**src/rtl/regfile_scoreboard.sv**
```systemverilog
// -----------------------------------------------------------------------------
// regfile_scoreboard
//
// ID-stage register file with a pending-write scoreboard. It holds 31 usable
// GPRs (r0 is hardwired to zero) plus HI and LO. Each of these 33 registers has
// a small saturating counter of writes that decode has issued and WB has not
// yet retired. The counters drive the per-read-port busy flags used by the
// hazard unit. They also gate issue_ready_o, so a register never has more
// outstanding writes than its counter can hold.
//
// Address map (7 bits):
//   bit6 = 1          : HI when 7'h7F, LO for any other value
//   bit6 = 0, bit5 = 1: CP0 space, not stored, reads 0, never busy
//   otherwise         : GPR index in bits [4:0]; index 0 is r0
//
// Optional build macro REGFILE_WB_BYPASS_EN: when it is defined, a read that
// matches a same-cycle WB write gets the written data combinationally, and the
// busy flag of a register whose last pending write retires this cycle is
// suppressed.
//
// Ports:
//   clk_i          clock
//   rst_ni         asynchronous active-low reset
//   issue_valid_i  decode issues an instruction that writes issue_addr_i
//   issue_addr_i   destination of the issuing instruction
//   issue_hl_i     issuing instruction writes HI and LO (mult/div)
//   issue_ready_o  issue can be accepted this cycle
//   wr_en_i        WB writes wr_data_i to wr_addr_i
//   wr_addr_i      WB destination
//   wr_data_i      WB data
//   hl_wr_en_i     WB writes HI and LO
//   hl_wr_data_i   {HI, LO} write data
//   rd_addr_i      read addresses, port k uses [7k+6:7k]
//   rd_data_o      read data, port k uses its DATA_W slice
//   rd_busy_o      port k source still has a pending write
//   sb_err_o       sticky counter-underflow flag
// -----------------------------------------------------------------------------
module regfile_scoreboard #(
  parameter int DATA_W = 32,
  parameter int NRD    = 2,
  parameter int PEND_W = 2
) (
  input  logic                  clk_i,
  input  logic                  rst_ni,
  input  logic                  issue_valid_i,
  input  logic [6:0]            issue_addr_i,
  input  logic                  issue_hl_i,
  output logic                  issue_ready_o,
  input  logic                  wr_en_i,
  input  logic [6:0]            wr_addr_i,
  input  logic [DATA_W-1:0]     wr_data_i,
  input  logic                  hl_wr_en_i,
  input  logic [2*DATA_W-1:0]   hl_wr_data_i,
  input  logic [NRD*7-1:0]      rd_addr_i,
  output logic [NRD*DATA_W-1:0] rd_data_o,
  output logic [NRD-1:0]        rd_busy_o,
  output logic                  sb_err_o
);

  // Storage slots: 0..31 are GPRs (slot 0 is unused because r0 is never
  // written), 32 is HI and 33 is LO.
  localparam int          NREG = 34;
  localparam int          CW   = PEND_W + 2;
  localparam logic [5:0]  IDX_HI = 6'd32;
  localparam logic [5:0]  IDX_LO = 6'd33;
  localparam logic [PEND_W-1:0] CNT_MAX = '1;
  localparam logic [PEND_W-1:0] CNT_ONE = PEND_W'(1);

  // Convert an architectural address into {stored, slot}. CP0 addresses and
  // r0 come back as not stored, so every later rule ignores them.
  function automatic logic [6:0] decodeAddr(input logic [6:0] a);
    logic [6:0] r;
    r = '0;
    if (a[6]) begin
      r = (a == 7'h7F) ? {1'b1, IDX_HI} : {1'b1, IDX_LO};
    end else if (!a[5] && (a[4:0] != 5'd0)) begin
      r = {2'b10, a[4:0]};
    end
    return r;
  endfunction

  logic [DATA_W-1:0] regs_q [NREG];
  logic [DATA_W-1:0] regs_d [NREG];
  logic [PEND_W-1:0] pend_q [NREG];
  logic [PEND_W-1:0] pend_d [NREG];
  logic              sbErr_q;
  logic              sbErr_d;

  logic [6:0]      issueDec;
  logic [6:0]      wrDec;
  logic [6:0]      rdDec [NRD];
  logic            issueReady;
  logic [NREG-1:0] incVec;
  logic [NREG-1:0] decWr;
  logic [NREG-1:0] decHl;
  logic [CW-1:0]   sumExt;
  logic [CW-1:0]   decExt;
  logic [CW-1:0]   diffExt;

  // Issue acceptance and the per-slot increment/decrement requests. Issue is
  // refused when any targeted counter is already saturated. Because of this,
  // the increment can never overflow, even when a decrement arrives in the
  // same cycle.
  always_comb begin
    issueDec   = decodeAddr(issue_addr_i);
    wrDec      = decodeAddr(wr_addr_i);
    issueReady = 1'b1;
    if (issueDec[6] && (pend_q[issueDec[5:0]] == CNT_MAX)) begin
      issueReady = 1'b0;
    end
    if (issue_hl_i && ((pend_q[IDX_HI] == CNT_MAX) || (pend_q[IDX_LO] == CNT_MAX))) begin
      issueReady = 1'b0;
    end

    incVec = '0;
    if (issue_valid_i && issueReady) begin
      if (issueDec[6]) begin
        incVec[issueDec[5:0]] = 1'b1;
      end
      if (issue_hl_i) begin
        incVec[IDX_HI] = 1'b1;
        incVec[IDX_LO] = 1'b1;
      end
    end

    decWr = '0;
    if (wr_en_i && wrDec[6]) begin
      decWr[wrDec[5:0]] = 1'b1;
    end
    decHl         = '0;
    decHl[IDX_HI] = hl_wr_en_i;
    decHl[IDX_LO] = hl_wr_en_i;
  end

  // Counter next state. The single-port and HI/LO decrements are independent,
  // so a slot can drop by two in one cycle. The net change is applied in
  // widened arithmetic. Underflow clamps the counter at zero and latches the
  // sticky error.
  always_comb begin
    sbErr_d = sbErr_q;
    sumExt  = '0;
    decExt  = '0;
    diffExt = '0;
    for (int i = 0; i < NREG; i++) begin
      sumExt  = {2'b00, pend_q[i]} + CW'(incVec[i]);
      decExt  = CW'(decWr[i]) + CW'(decHl[i]);
      diffExt = sumExt - decExt;
      if (sumExt < decExt) begin
        pend_d[i] = '0;
        sbErr_d   = 1'b1;
      end else begin
        pend_d[i] = diffExt[PEND_W-1:0];
      end
    end
  end

  // Register data next state. A plain WB write to HI or LO updates only that
  // register. A same-cycle HI/LO write overrides it.
  always_comb begin
    for (int i = 0; i < NREG; i++) begin
      regs_d[i] = regs_q[i];
    end
    if (wr_en_i && wrDec[6]) begin
      regs_d[wrDec[5:0]] = wr_data_i;
    end
    if (hl_wr_en_i) begin
      regs_d[IDX_HI] = hl_wr_data_i[2*DATA_W-1:DATA_W];
      regs_d[IDX_LO] = hl_wr_data_i[DATA_W-1:0];
    end
  end

  // State registers. Reset drops all data and all pending-write state at once.
  always_ff @(posedge clk_i or negedge rst_ni) begin
    if (!rst_ni) begin
      for (int i = 0; i < NREG; i++) begin
        regs_q[i] <= '0;
        pend_q[i] <= '0;
      end
      sbErr_q <= 1'b0;
    end else begin
      for (int i = 0; i < NREG; i++) begin
        regs_q[i] <= regs_d[i];
        pend_q[i] <= pend_d[i];
      end
      sbErr_q <= sbErr_d;
    end
  end

  // Read ports. Unstored addresses (r0, CP0) read zero and are never busy.
  // With the bypass build, the read also picks up the WB value from this
  // cycle: the HI/LO slice wins over the single-port write.
  always_comb begin
    rd_data_o = '0;
    rd_busy_o = '0;
    for (int k = 0; k < NRD; k++) begin
      rdDec[k] = decodeAddr(rd_addr_i[7*k +: 7]);
      if (rdDec[k][6]) begin
        rd_data_o[k*DATA_W +: DATA_W] = regs_q[rdDec[k][5:0]];
        rd_busy_o[k] = (pend_q[rdDec[k][5:0]] != '0);
`ifdef REGFILE_WB_BYPASS_EN
        if (hl_wr_en_i && (rdDec[k][5:0] == IDX_HI)) begin
          rd_data_o[k*DATA_W +: DATA_W] = hl_wr_data_i[2*DATA_W-1:DATA_W];
        end else if (hl_wr_en_i && (rdDec[k][5:0] == IDX_LO)) begin
          rd_data_o[k*DATA_W +: DATA_W] = hl_wr_data_i[DATA_W-1:0];
        end else if (wr_en_i && wrDec[6] && (wrDec[5:0] == rdDec[k][5:0])) begin
          rd_data_o[k*DATA_W +: DATA_W] = wr_data_i;
        end
        if ((pend_q[rdDec[k][5:0]] == CNT_ONE) &&
            (decWr[rdDec[k][5:0]] || decHl[rdDec[k][5:0]])) begin
          rd_busy_o[k] = 1'b0;
        end
`else
        rdDec[k] = rdDec[k];
`endif
      end
    end
  end

  assign issue_ready_o = issueReady;
  assign sb_err_o      = sbErr_q;

endmodule

```
**config.mk**
```make
export PLATFORM = sky130hd
export DESIGN_NAME = regfile_scoreboard
export DESIGN_NICKNAME = d
export VERILOG_FILES = /design/src/rtl/regfile_scoreboard.sv
export SDC_FILE = /design/constraint.sdc
export NUM_CORES = 2
export LEC_CHECK = 0
export BUFFER_PORTS_ARGS = -buffer_cell sky130_fd_sc_hd__buf_4
export CAP_MARGIN = 20
export CORE_MARGIN = 2
export CORE_UTILIZATION = 56
export CTS_CLUSTER_DIAMETER = 60
export CTS_CLUSTER_SIZE = 30
export DETAILED_ROUTE_END_ITERATION = 7
export PLACE_DENSITY = 0.73
export SLEW_MARGIN = 10
export SYNTH_ARGS = -nofsm -noshare
export SYNTH_HDL_FRONTEND = slang
export SYNTH_SLANG_ARGS = --single-unit
export TNS_END_PERCENT = 50
```
**constraint.sdc**
```tcl
create_clock -name clk_i -period 4 [get_ports clk_i]
set_input_delay 0 -clock clk_i [delete_from_list [all_inputs] [get_ports clk_i]]
set_output_delay 0 -clock clk_i [all_outputs]
set_load 0.02 [all_outputs]
```
Yosys cells after proc, flatten, opt, wreduce, memory -nomap -nowiden
Cells that the tools add are included.

storage, ports and cells
  latch bits = 0
  bits in writable memories = 0
  output and inout port bits = 68
  memories kept = 0
  bits in read-only memories = 0
  bits in registers = 1157

cells by class
  shifts and indexed selects = 0
  add/subtract/negate cells = 70
  reduce and logical (&&, ||, !) cells = 24
  divide/modulo/power cells = 0
  $lt $le $gt $ge = 43
  multiply operators = 0
  muxes and demuxes = 114
  eq/ne operators = 7
  bitwise operators = 4

operators by type and width
  cell                                                        number
  bitwise mux 1088 bit                                        1
  binary-select mux 32 bit (select 6 bit)                     2
  2-to-1 mux 32 bit                                           7
  demux 32 bit (select 6 bit)                                 1
  2-to-1 mux 64 bit                                           2
  adder 2 x 1 -> 3 bit                                        34
  2-to-1 mux 34 bit                                           3
  less-than comparator 3 x 1 -> 1 bit                         32
  2-to-1 mux 2 bit                                            41
  subtractor 2 x 1 -> 2 bit                                   32
  2-to-1 mux 7 bit                                            8
  2-to-1 mux 1 bit                                            44
  binary-select mux 2 bit (select 6 bit)                      3
  nonzero test 34 bit                                         1
  == test 7 bit, second input constant                        4
  >= comparator 7 bit, second input constant                  4
  NOT 6 -> 7 bit                                              4
  nonzero test 5 bit                                          4
  less-than comparator 6 x 7 -> 1 bit, second input constant  2
  demux 1 bit (select 6 bit)                                  2
  >= comparator 6 x 1 -> 1 bit, second input constant         2
  logical AND 1 bit                                           11
  less-than comparator 7 x 1 -> 1 bit, second input constant  1
  == test 2 bit, second input constant                        3
  other kinds (6)                                             14

Longest topological paths before layout
  depth after elaboration = 50
  mapped depth = 17
  gate-level depth less buffers = 15

Worst setup path before layout
No wires, ideal clock.

  path type = register to register
  from = register pend_q[45] (netlist name)
  to = register sbErr_q (netlist: sb_err_o)
  library setup time = 0.143 ns
  data required time = 3.857 ns
  cell stages (with the launch flop) = 16
  slack = 0.661 ns
  arrival = 3.196 ns
  period minus slack after synthesis = 3.339 ns
  buffers on the path = 0
  path through = dfrtp_1 -> nand2_1 -> and3_1 -> a2111o_1 -> a2111oi_2 -> a2111oi_4 -> o21ai_1 -> nor2_1 -> ha_1 -> inv_1 -> ha_1 -> a22o_1 -> a221oi_1 -> nand3_1 -> a2111oi_0 -> nand4_1

between the ends
  cells in the longest elaborated chain, start to end = 44

ends and longest elaborated chain
  what                                                  line  RTL
  start, declared                                       84    logic [PEND_W-1:0] pend_q [NREG];
  start signal, assigned by index                       183   pend_q[i] <= pend_d[i];
  binary-select mux 2 bit (select 6 bit)                108   if (issueDec[6] && (pend_q[issueDec[5:0]] == CNT_MAX)) begin
  2-to-1 mux 2 bit (not written as such) (2 in series)  108
  == test 2 bit                                         108
  logical AND 1 bit                                     108
  2-to-1 mux 1 bit                                      108
  2-to-1 mux 1 bit                                      111   if (issue_hl_i && ((pend_q[IDX_HI] == CNT_MAX) || (pend_q[IDX_LO] == CNT_MAX))) begin
  logical AND 1 bit                                     116   if (issue_valid_i && issueReady) begin
  2-to-1 mux 34 bit                                     116
  adder 2 x 1 -> 3 bit                                  145   sumExt = {2'b00, pend_q[i]} + CW'(incVec[i]);
  less-than comparator 3 x 1 -> 1 bit                   148   if (sumExt < decExt) begin
  2-to-1 mux 1 bit (33 in series)                       148
  end signal, assigned                                  185   sbErr_q <= sbErr_d;
  end, declared                                         86    logic sbErr_q;

Parallel ways exist; a longest one is shown, timed or not. The select of a mux whose other input is x is not followed.
A chain may end at the register's enable or synchronous reset.

Final worst setup path
  from = register pend_q[46] (netlist name)
  to = register sbErr_q (netlist: sb_err_o)

The elaborated chain is that of the path after synthesis.

==> flow_summary.json <==
{
  "rows": 125,
  "firstDrtPassIters": 8,
  "ys_ff_latch": 1157,
  "min_period_ps": 3790,
  "cts_root_buf": "clkbuf_16",
  "crit_type": "register to register",
  "cap_violations": 0,
  "worst-path-stages": 13,
  "vias": 61741,
  "grt_overflow": 0,
  "dp_hpwl_mm": 168,
  "drt-initial-drc-count": 10487,
  "rsz0062_at_grt": "no",
  "cts.clk_slew.worst_paths_ps": 60,
  "slew_viol_final": 0,
  "async_reset_ff_frac": 1.00,
  "drive_gt1_frac": 0.195,
  "status": "finished, final reports clean",
  "worstPathArrival_ps": 4390,
  "first_global_vias": 59918,
  "min_path_cells": 7,
  "layout_commonest_cell": "nand2_1",
  "critPathCaptureType": "register",
  "grt_max_degree": 117,
  "required_ps": 4600,
  "vias_per_cell": 6.94,
  "peakVddDrop_mv": 0.435,
  "netlist-cell-type-count": 77,
  "finalSetupViolations": 0,
  "skew_ps": 20.1,
  "num-fill-cells": 9172,
  "fin_setup_tns_ps": 0,
  "crit_path_start_kind": "register",
  "hold_viol_final": 0,
  "ys.warnings.count": 0,
  "post_cts_buffers": 0,
  "detail-route-antenna-nets": 0,
  "p_leak_nw": 35.7,
  "fin_area_sq_um": 74800,
  "fmax_mhz": 264,
  "reg2reg_depth": 13,
  "track_usage": 0.451,
  "portBuffers": 197,
  "cts_tree": "yes",
  "cts_buffers": 105,
  "route.detailed.drc": 0,
  "crit_buf_inv": 2,
  "synth_area_per_cell_sq_um": 9.15,
  "wl_per_cell_microns": 30.8,
  "fin_nets": 7505,
  "wl_mm": 274,
  "path_cells": "a2111oi_1 -> a2111o_1 -> a2111oi_2 -> a2111oi_4 -> o31ai_4 -> buf_4 -> nor3b_2 -> ha_1 -> inv_1 -> fa_1 -> o31a_1 -> nor2_1 -> nand4_1",
  "antenna_found_initial": 20,
  "powerDensity_nw_per_um2": 406,
  "seq_area_frac_synth": 0.443,
  "die-width_microns": 346,
  "place_congestion": 0.994,
  "max_stage_delay_ps": 510,
  "path_delay_family": "compound AO/OA/AOI/OAI gates",
  "yosys_most_used_dff": "dfrtp_1",
  "worstMarginPinSlew_ps": 1230,
  "syn_inst": 7147,
  "period_share": 0.948,
  "synth_edf_count": 0,
  "start_util": 0.564,
  "die_area_sq_um": 120000,
  "core_region_area_sq_um": 116000,
  "crit_slowest_cell": "a2111oi_4",
  "grt_pass1_wl_mm": 399,
  "htree_levels": 3,
  "clock_sinks": 1157,
  "dpl-instance-area_sq_um": 68700,
  "clockBufferDepth": 3,
  "clk_latency_ps": 760,
  "area_growth_pct": 14.3,
  "final_cell_mix": "nand2_1, dfrtp_1, mux2_2, buf_4, nand3_1",
  "ioPinCount": 198,
  "path_max_fanout": 4,
  "relSlewSlack": 0.173,
  "min_path_type": "input port to register",
  "synth_area_sq_um": 65400,
  "die_y_microns": 346
}
==> repair_timing <==
action,in CTS,in global routing
hold buffers,192,0
gates resized for setup,0,6
hold endpoints to repair,1865,0
endpoints found under the setup margin,0,1
==> logic make-up (layout without fill, tap and decap cells) <==
| kind of cell | Yosys count | after routing | share of synthesized area |
|---|---|---|---|
| other cells | 1 | 16 | 0.0000573 |
| xor+xnor | 2 | 2 | 0.000268 |
| flops | 1157 | 1157 | 0.443 |
| compound gates | 825 | 825 | 0.0866 |
| buf+inv | 752 | 965 | 0.0479 |
| simple gates | 3396 | 3396 | 0.212 |
| mux | 908 | 908 | 0.191 |
| fa+ha+maj | 106 | 106 | 0.0205 |
==> power by group <==
group	total, W	switching [W]	leakage (nW)	internal (W)
logic	0.00527	0.00308	18.2	0.00219
registers	0.0133	0.000733	15.6	0.0125
clock network	0.0118	0.00555	1.92	0.00625
total	0.0303	0.00937	35.7	0.0210
==> cell usage after synthesis, types with 114 or more instances <==
cell	number	share of area
nand2_1	2694	0.15
dfrtp_1	1157	0.44
mux2_2	473	0.081
clkbuf_1	379	0.022
nand3_1	256	0.020
mux4_2	222	0.076
mux2i_1	211	0.032
a21oi_1	196	0.015
nor2_1	135	0.0077
inv_1	129	0.0074
o21ai_0	123	0.0094
buf_2	114	0.0087
==> metal layers <==
layer | up-vias | GRT usage | part of all wire
met4 | 22 | 0.347 | 0.096
met5 | - | 0.00280 | 0.00065
met3 | 1586 | 0.183 | 0.16
li1 | 24857 | - | -
met1 | 29825 | 0.558 | 0.34
met2 | 5451 | 0.628 | 0.41
==> sequential cells by signal, summed over array words and instances (netlist names) <==
signal,count
regs_q,1088
pend_q,68
sb_err_o,1
==> worst reg2reg max path, delay by kind of cell (launching register included) <==
family | cells | cell delay [ps]
compound gates | 6 | 1680
fa+ha+maj | 2 | 700
simple gates | 3 | 610
buf+inv | 2 | 220
flops | 1 | 430
==> final timing paths <==
check                                         start                        to  slack (ps)
min                                 issue_addr_i[4]      pend_q[17]$_DFF_PN0_           6
min in group asynchronous                    rst_ni   regs_q[452]$_DFFE_PN0P_         370
max reg2reg                    pend_q[46]$_DFF_PN0_      sb_err_o$_DFFE_PN0P_         210
max in group asynchronous                    rst_ni    regs_q[74]$_DFFE_PN0P_        2630
min reg2reg                regs_q[1069]$_DFFE_PN0P_  regs_q[1069]$_DFFE_PN0P_         410
max                            pend_q[46]$_DFF_PN0_      sb_err_o$_DFFE_PN0P_         210
==> through the flow <==
step | std cells | util | power, W | hold slack (ps) | setup slack [ps]
2_1_floorplan | 7148 | - | 0.0163 | -296 | 661
3_3_place_gp | 8493 | 0.592 | 0.0181 | 82.8 | 227
3_5_place_dp | 8493 | 0.592 | 0.0182 | 90.4 | 46.0
4_1_cts | 8884 | 0.643 | 0.0300 | 2.76 | 120
5_1_grt | 8889 | 0.644 | 0.0311 | 56.9 | 51.5
6_report | 8899 | 0.644 | 0.0303 | 5.89 | 209
==> cell type report <==
type | instances | area (sq um) | area share
multi-input cells | 5239 | 33600 | 0.450
flip-flops and latches | 1157 | 29000 | 0.387
repair buffers | 637 | 5760 | 0.0770
clock buffers | 118 | 2770 | 0.0370
well taps | 1524 | 1910 | 0.0255
clock inverters | 81 | 1220 | 0.0163
inverters | 129 | 484 | 0.00648
diodes | 14 | 35.0 | 0.000469
No activity file was read; power rests on OpenSTA's default activity.
